<file path="src/rtl/mem_arb_pkg.sv">
// mem_arb_pkg: shared FSM state encoding and default geometry for the memory arbiter
package mem_arb_pkg;
    localparam int DEF_WIDTH = 4;
    localparam int DEF_DEPTH = 16;
    typedef enum logic [1:0] {
        IDLE   = 2'd0,
        ACCESS = 2'd1,
        RESP   = 2'd2
    } state_e;
endpackage

</file>
<file path="src/rtl/mem_arb_pick.sv">
// mem_arb_pick: 2-way winner select; round-robin on ties, or fixed req0 priority with MEM_ARB_FIXED_PRI_EN
module mem_arb_pick (
    input  logic i_valid0,
    input  logic i_valid1,
    input  logic i_last,
    output logic o_any,
    output logic o_sel
);
`ifdef MEM_ARB_FIXED_PRI_EN
    logic w_unused_last;
    assign w_unused_last = i_last;
    assign o_sel = !i_valid0;
`else
    // On a tie the requester not granted last wins; otherwise the lone requester wins
    assign o_sel = (i_valid0 && i_valid1) ? !i_last : !i_valid0;
`endif
    assign o_any = i_valid0 || i_valid1;
endmodule

</file>
<file path="src/rtl/mem_arbiter.sv">
// mem_arbiter: two-requester single-memory arbiter, IDLE->ACCESS->RESP; MEM_ARB_FIXED_PRI_EN selects fixed priority
module mem_arbiter
    import mem_arb_pkg::*;
#(
    parameter int WIDTH      = DEF_WIDTH,
    parameter int DEPTH      = DEF_DEPTH,
    parameter int ADDR_WIDTH = $clog2(DEPTH)
) (
    input  logic                  clk_i,
    input  logic                  rst_i,
    input  logic                  req0_valid_i,
    input  logic                  req0_wr_rd_en_i,
    input  logic [ADDR_WIDTH-1:0] req0_addr_i,
    input  logic [WIDTH-1:0]      req0_wdata_i,
    output logic                  req0_ready_o,
    output logic [WIDTH-1:0]      req0_rdata_o,
    input  logic                  req1_valid_i,
    input  logic                  req1_wr_rd_en_i,
    input  logic [ADDR_WIDTH-1:0] req1_addr_i,
    input  logic [WIDTH-1:0]      req1_wdata_i,
    output logic                  req1_ready_o,
    output logic [WIDTH-1:0]      req1_rdata_o,
    output logic                  mem_valid_o,
    output logic                  mem_wr_rd_en_o,
    output logic [ADDR_WIDTH-1:0] mem_addr_o,
    output logic [WIDTH-1:0]      mem_wdata_o,
    input  logic                  mem_ready_i,
    input  logic [WIDTH-1:0]      mem_rdata_i,
    output logic                  busy_o
);
    state_e r_state;
    logic   r_sel;
    logic   w_any;
    logic   w_sel;
    logic   w_last;

    mem_arb_pick u_pick (
        .i_valid0 (req0_valid_i),
        .i_valid1 (req1_valid_i),
        .i_last   (w_last),
        .o_any    (w_any),
        .o_sel    (w_sel)
    );

`ifdef MEM_ARB_FIXED_PRI_EN
    assign w_last = 1'b0;
`else
    logic r_last;
    assign w_last = r_last;
    // Last-grant pointer moves only when a ready pulse is issued; reset favours req0
    always_ff @(posedge clk_i) begin
        if (!rst_i) r_last <= 1'b1;
        else if (r_state == ACCESS && mem_ready_i) r_last <= r_sel;
    end
`endif

    // Main FSM: latch the winner's request, wait for the memory ack, pulse ready, then a recovery cycle
    always_ff @(posedge clk_i) begin
        if (!rst_i) begin
            r_state        <= IDLE;
            r_sel          <= 1'b0;
            mem_valid_o    <= 1'b0;
            mem_wr_rd_en_o <= 1'b0;
            mem_addr_o     <= '0;
            mem_wdata_o    <= '0;
            req0_ready_o   <= 1'b0;
            req1_ready_o   <= 1'b0;
            req0_rdata_o   <= '0;
            req1_rdata_o   <= '0;
            busy_o         <= 1'b0;
        end else begin
            req0_ready_o <= 1'b0;
            req1_ready_o <= 1'b0;
            case (r_state)
                IDLE: if (w_any) begin
                    r_sel          <= w_sel;
                    mem_valid_o    <= 1'b1;
                    mem_wr_rd_en_o <= w_sel ? req1_wr_rd_en_i : req0_wr_rd_en_i;
                    mem_addr_o     <= w_sel ? req1_addr_i : req0_addr_i;
                    mem_wdata_o    <= w_sel ? req1_wdata_i : req0_wdata_i;
                    busy_o         <= 1'b1;
                    r_state        <= ACCESS;
                end
                ACCESS: if (mem_ready_i) begin
                    mem_valid_o  <= 1'b0;
                    req0_ready_o <= !r_sel;
                    req1_ready_o <= r_sel;
                    if (!mem_wr_rd_en_o && !r_sel) req0_rdata_o <= mem_rdata_i;
                    if (!mem_wr_rd_en_o && r_sel) req1_rdata_o <= mem_rdata_i;
                    r_state      <= RESP;
                end
                default: begin
                    busy_o  <= 1'b0;
                    r_state <= IDLE;
                end
            endcase
        end
    end
endmodule

</file>
<file path="config.mk">
export PLATFORM = sky130hd
export DESIGN_NAME = mem_arbiter
export DESIGN_NICKNAME = d
export VERILOG_FILES = /design/src/rtl/mem_arb_pkg.sv /design/src/rtl/mem_arb_pick.sv /design/src/rtl/mem_arbiter.sv
export SDC_FILE = /design/constraint.sdc
export NUM_CORES = 1
export LEC_CHECK = 0
export ABC_AREA = 1
export BUFFER_PORTS_ARGS = -buffer_cell sky130_fd_sc_hd__clkbuf_2
export CAP_MARGIN = 5
export CORE_MARGIN = 4
export CORE_UTILIZATION = 43
export CTS_BUF_LIST = sky130_fd_sc_hd__clkbuf_4
export CTS_CLUSTER_DIAMETER = 60
export DETAILED_ROUTE_END_ITERATION = 10
export GPL_TIMING_DRIVEN = 0
export PLACE_DENSITY = 0.75
export SLEW_MARGIN = 40
export SYNTH_ARGS = -nofsm -noshare
export SYNTH_HDL_FRONTEND = slang
export SYNTH_SLANG_ARGS = --single-unit
</file>
<file path="constraint.sdc">
create_clock -name clk_i -period 1 [get_ports clk_i]
set_input_delay 0.05 -clock clk_i [delete_from_list [all_inputs] [get_ports clk_i]]
set_output_delay 0.05 -clock clk_i [all_outputs]
set_load 0.01 [all_outputs]
</file>
### After elaboration in Yosys (flattened, before gate mapping)

Cells that the tools add are included.

| word-level totals | value |
|---|---|
| register bits | 25 |
| input port bits | 27 |
| output and inout port bits | 21 |
| word-level logic and storage cells | 45 |

| cells by class | value |
|---|---|
| equality and inequality tests | 3 |
| muxes and demuxes | 11 |
| bitwise operators | 1 |
| reductions and logical operators | 18 |

Operators by type and width:

| operator | count |
|---|---|
| $reduce_and A3 Y1 | 4 |
| $mux W4 | 2 |
| $reduce_and A2 Y1 | 3 |
| $logic_and A1 B1 Y1 | 4 |
| $logic_not A1 Y1 | 4 |
| $mux W1 | 4 |
| $mux W2 | 2 |
| $pmux W1 S2 | 2 |
| $pmux W2 S2 | 1 |
| $eq A2 B1 Y1 const B | 1 |
| $logic_not A2 Y1 | 1 |
| $ne A2 B1 Y1 const B | 1 |
| $ne A2 B2 Y1 const B | 1 |
| $reduce_bool A2 Y1 | 1 |
| $logic_or A1 B1 Y1 | 1 |
| $not A1 Y1 | 1 |

### Longest topological paths before layout

| logic depth | value |
|---|---|
| depth after elaboration | 3 |
| gate-level depth with buffers | 7 |

### Hierarchy

Synthesis repeated with hierarchy kept, for this count alone.

| unflattened totals | value |
|---|---|
| cell total of the unflattened synthesis | 151 |
| area, all modules | 1118.6 sq um |

By module, submodules not included:

| module | times used | cells each | area an instance (sq um) | seq. area each (sq um) |
|---|---|---|---|---|
| mem_arbiter | 1 | 147 | 1101.1 | 500.5 |
| mem_arb_pick | 1 | 4 | 17.5 | 0.0 |

### Worst setup path after synthesis

Ideal clock, no wire load.

| timing | value |
|---|---|
| kind | register to register |
| from | register r_state[0] |
| to | register mem_addr_o[0] |
| arrival time | 853 ps |
| required time | 888 ps |
| slack | 35 ps |
| stages on the path, launching flop included | 8 |
| buffers on the path | 1 |
| clock period less this slack | 965 ps |
| cells stage by stage | dfxtp_1 > inv_1 > nand2_1 > nor2_1 > buf_4 > nand2_1 > nor2_1 > nor2_1 |

| between the ends | value |
|---|---|
| cells in the longest elaborated chain, start to end | 2 |

RTL lines:

| element | line | text |
|---|---|---|
| from (decl) | mem_arbiter.sv:31 | `state_e r_state;` |
| from (signal assigned) | mem_arbiter.sv:60 | `r_state <= IDLE;` |
| from (signal assigned) | mem_arbiter.sv:82 | `r_state <= ACCESS;` |
| from (signal assigned) | mem_arbiter.sv:90 | `r_state <= RESP;` |
| $logic_not A2 Y1 | mem_arbiter.sv:74 | `case (r_state)` |
| $reduce_and A2 Y1 (no source line) | n/a |  |
| to (signal assigned) | mem_arbiter.sv:79 | `mem_addr_o <= w_sel ? req1_addr_i : req0_addr_i;` |
| to (decl) | mem_arbiter.sv:25 | `output logic [ADDR_WIDTH-1:0] mem_addr_o,` |

Every way passes these cells.
A chain may end at the register's enable or synchronous reset.

### Worst setup path after layout

| timing | value |
|---|---|
| from | register r_state[1] |
| to | register mem_addr_o[3] |

The elaborated chain is that of the path after synthesis.

==> qor.txt <==
Status - finished, violations left
Failing checks - setup timing
Fin area - 0.00165 mm^2
Fmax - 953 MHz
Depth of the worst register-to-register path - 7
H-tree levels - 1
Final Core Density - 64.8%
Yosys top cell area share - 42.6%
DRT Pass-1 Iters - 4
Clk sink count - 25
Min Hold Slack - 0.0106 ns
Clock latency on the worst-skew pair - 0.32 ns
Die Width - 60.2 um
Mean Syn Cell Area - 6.48 um^2
Initial Utilization - 46.1%
Post-synth top cells - nand2_1 (52), nor2_1 (42), inv_1 (26)
CORE AREA - 0.00254 mm^2
Crit path kind - reg -> reg
Iter 0 DRT Violations - 51
Final Hold Fails - 0
Crit path launch type - register
Final GP Congestion - 0.816
Vias in the first global route - 1129
Synth warnings - 0
FP Rows - 18
Final setup margin - -0.0488 ns
Final period utilization - 105%
Power per cell area - 1400 mW/mm^2
Detail Route Antenna Nets - 0
CP Max Fanout - 5
Clk buf depth - 2
Netlist cell types - 18
Vias/cell - 4.53
Die Area - 0.00363 mm^2
Grt ovf - 0
RSZ-0062 raised after global routing - true
Initial antenna violation count - 0
Detailed placement HPWL - 1950 um
Number of flops mapped to enable cells by yosys - 0
Worst min path class - in -> reg
Fin crit period - 1.05 ns
Routed len/inst - 10.5 um
DP Worst Slack - -0.0865 ns
Post-Route WL - 2840 um
Gr usage total - 16.5%
Required time of the critical path - 1.24 ns
Clock Skew - 0.00358 ns
CP endpoint kind - register
CTS tree - yes
Largest net degree at the start of global routing - 14
Residual DRC count - 0
Fill cells - 244
Count leader, synth - nand2_1
Ranking of synthesized cells by area - dfxtp_1 (43%), nand2_1 (17%), nor2_1 (13%)
Delay of the slowest critical-path stage - 0.36 ns
Most used cell, CP - nand2_2
CTS buffer count - 3
Leakage - 0.901 nW
Port Buffer Count - 47
First-pass GRT wire length - 4610 um
Ys flop type - dfxtp_1
Slowest cell on the critical path - dfxtp_2
Final setup viols - 14
Arr. time, crit path - 1.28 ns
Max Cap Violations - 0
Fin. max-slew vios - 0
VDD IR-drop max - 1.18 mV
Cell taking the most area after synthesis - dfxtp_1
Ys async rst share - 0%
Final net count - 269
ANT cells - 0
Register bit total from synthesis - 25
Gate Count Post-Synth - 181
Tightest Pin Transition - 0.498 ns
Layout cells sized above 1 - 37.3%
Clock Tree Root - clkbuf_4
DP Area - 0.00145 mm^2
CTS clk-pin slew, worst paths - 0.13 ns
CP cell instances - inv_4 -> nand2_2 -> nor2_4 -> buf_6 -> nand2_2 -> nor2_2 -> nor2_1
Sequential-to-total area share from yosys stat - 42.6%
Top Ports - 48
Hold depth - 5
Netlist Area Pre-Place - 0.00117 mm^2
Vert. Die Dim - 60.2 um
Vias - 1227
Syn-to-layout area delta - 40.5%
Syn_nets - 208
Slew HR - 66.8%
## critical path, delay by kind of cell, from the launching register on
kind	cells	cell delay, ns
AND/OR/NAND/NOR	5	0.38
flip-flops	1	0.36
buffers and inverters	2	0.22
## stage by stage
stage               total power, W  std cells  setup TNS [ns]
floorplan                  0.00153        181               0
global placement           0.00172        258          -0.839
detailed placement         0.00173        258           -1.12
CTS                        0.00227        269          -0.282
global route               0.00246        271           -1.50
finish                     0.00231        271          -0.451
## worst paths after layout
path / start / end / slack, ns
hold reg to reg: busy_o / busy_o / 0.48
hold / removal: mem_rdata_i[3] / req0_rdata_o[3] / 0.01
setup / recovery: r_state[1] / mem_addr_o[3] / -0.05
setup reg to reg: r_state[1] / mem_addr_o[3] / -0.05
## sequential cells by signal, summed over array words and instances (netlist names)
| signal | cells |
|---|---|
| mem_addr_o | 4 |
| mem_wdata_o | 4 |
| req0_rdata_o | 4 |
| req1_rdata_o | 4 |
| r_state | 2 |
| busy_o | 1 |
| mem_valid_o | 1 |
| mem_wr_rd_en_o | 1 |
| r_last | 1 |
| r_sel | 1 |
| req0_ready_o | 1 |
| req1_ready_o | 1 |
## layout by cell type, fill, tap and decap left out, types with 3 or more instances in the layout
cell type / netlist / layout
clkbuf_2: 0 / 47
nor2_4: 2 / 3
nand2_2: 1 / 5
buf_6: 2 / 3
nand2_4: 0 / 3
nand2_1: 52 / 45
nand3_1: 11 / 11
dfxtp_1: 25 / 22
inv_1: 26 / 24
a21oi_1: 9 / 7
buf_4: 1 / 6
clkbuf_4: 0 / 4
nor2_1: 42 / 36
nor2_2: 0 / 5
## final cells by class
type / count / area (um^2) / share of cell area, %
Clock buffer: 4 / 30.0 / 1.82
Inverter: 27 / 104 / 6.30
Buffer: 6 / 48.8 / 2.96
Tap cell: 30 / 37.5 / 2.28
Multi-Input combinational cell: 123 / 601 / 36.4
Timing Repair Buffer: 56 / 322 / 19.5
Sequential cell: 25 / 507 / 30.7
## metal layers
layer  global-route usage [%]  vias up  part of all wire, %
met5                        0        -                    0
met2                     28.1       39                   51
li1                         -      661                    -
met1                     20.1      521                   41
met4                     5.06        0                  1.6
met3                     4.54        6                  6.5
## power by group
part	switching [W]	internal, W
Sequential	0.0000544	0.00110
Clock	0.000297	0.000183
Combinational	0.000384	0.000298
## cell families after synthesis
logic type | Yosys count | synth area share, %
AOI/OAI and AO/OA | 12 | 5.65
buffers and inverters | 33 | 12.2
and+or+nand+nor | 111 | 39.6
DFF | 25 | 42.6
## repair_timing
item | in CTS | in global routing
endpoints found under the setup margin | 22 | 21
gates cloned | 1 | 0
hold buffers | 1 | 0
hold endpoints to repair | 2 | 0
setup buffers | 5 | 2
resized for setup | 13 | 20
pin swaps | 2 | 23
Note: power is estimated with default switching activity, not from simulation.
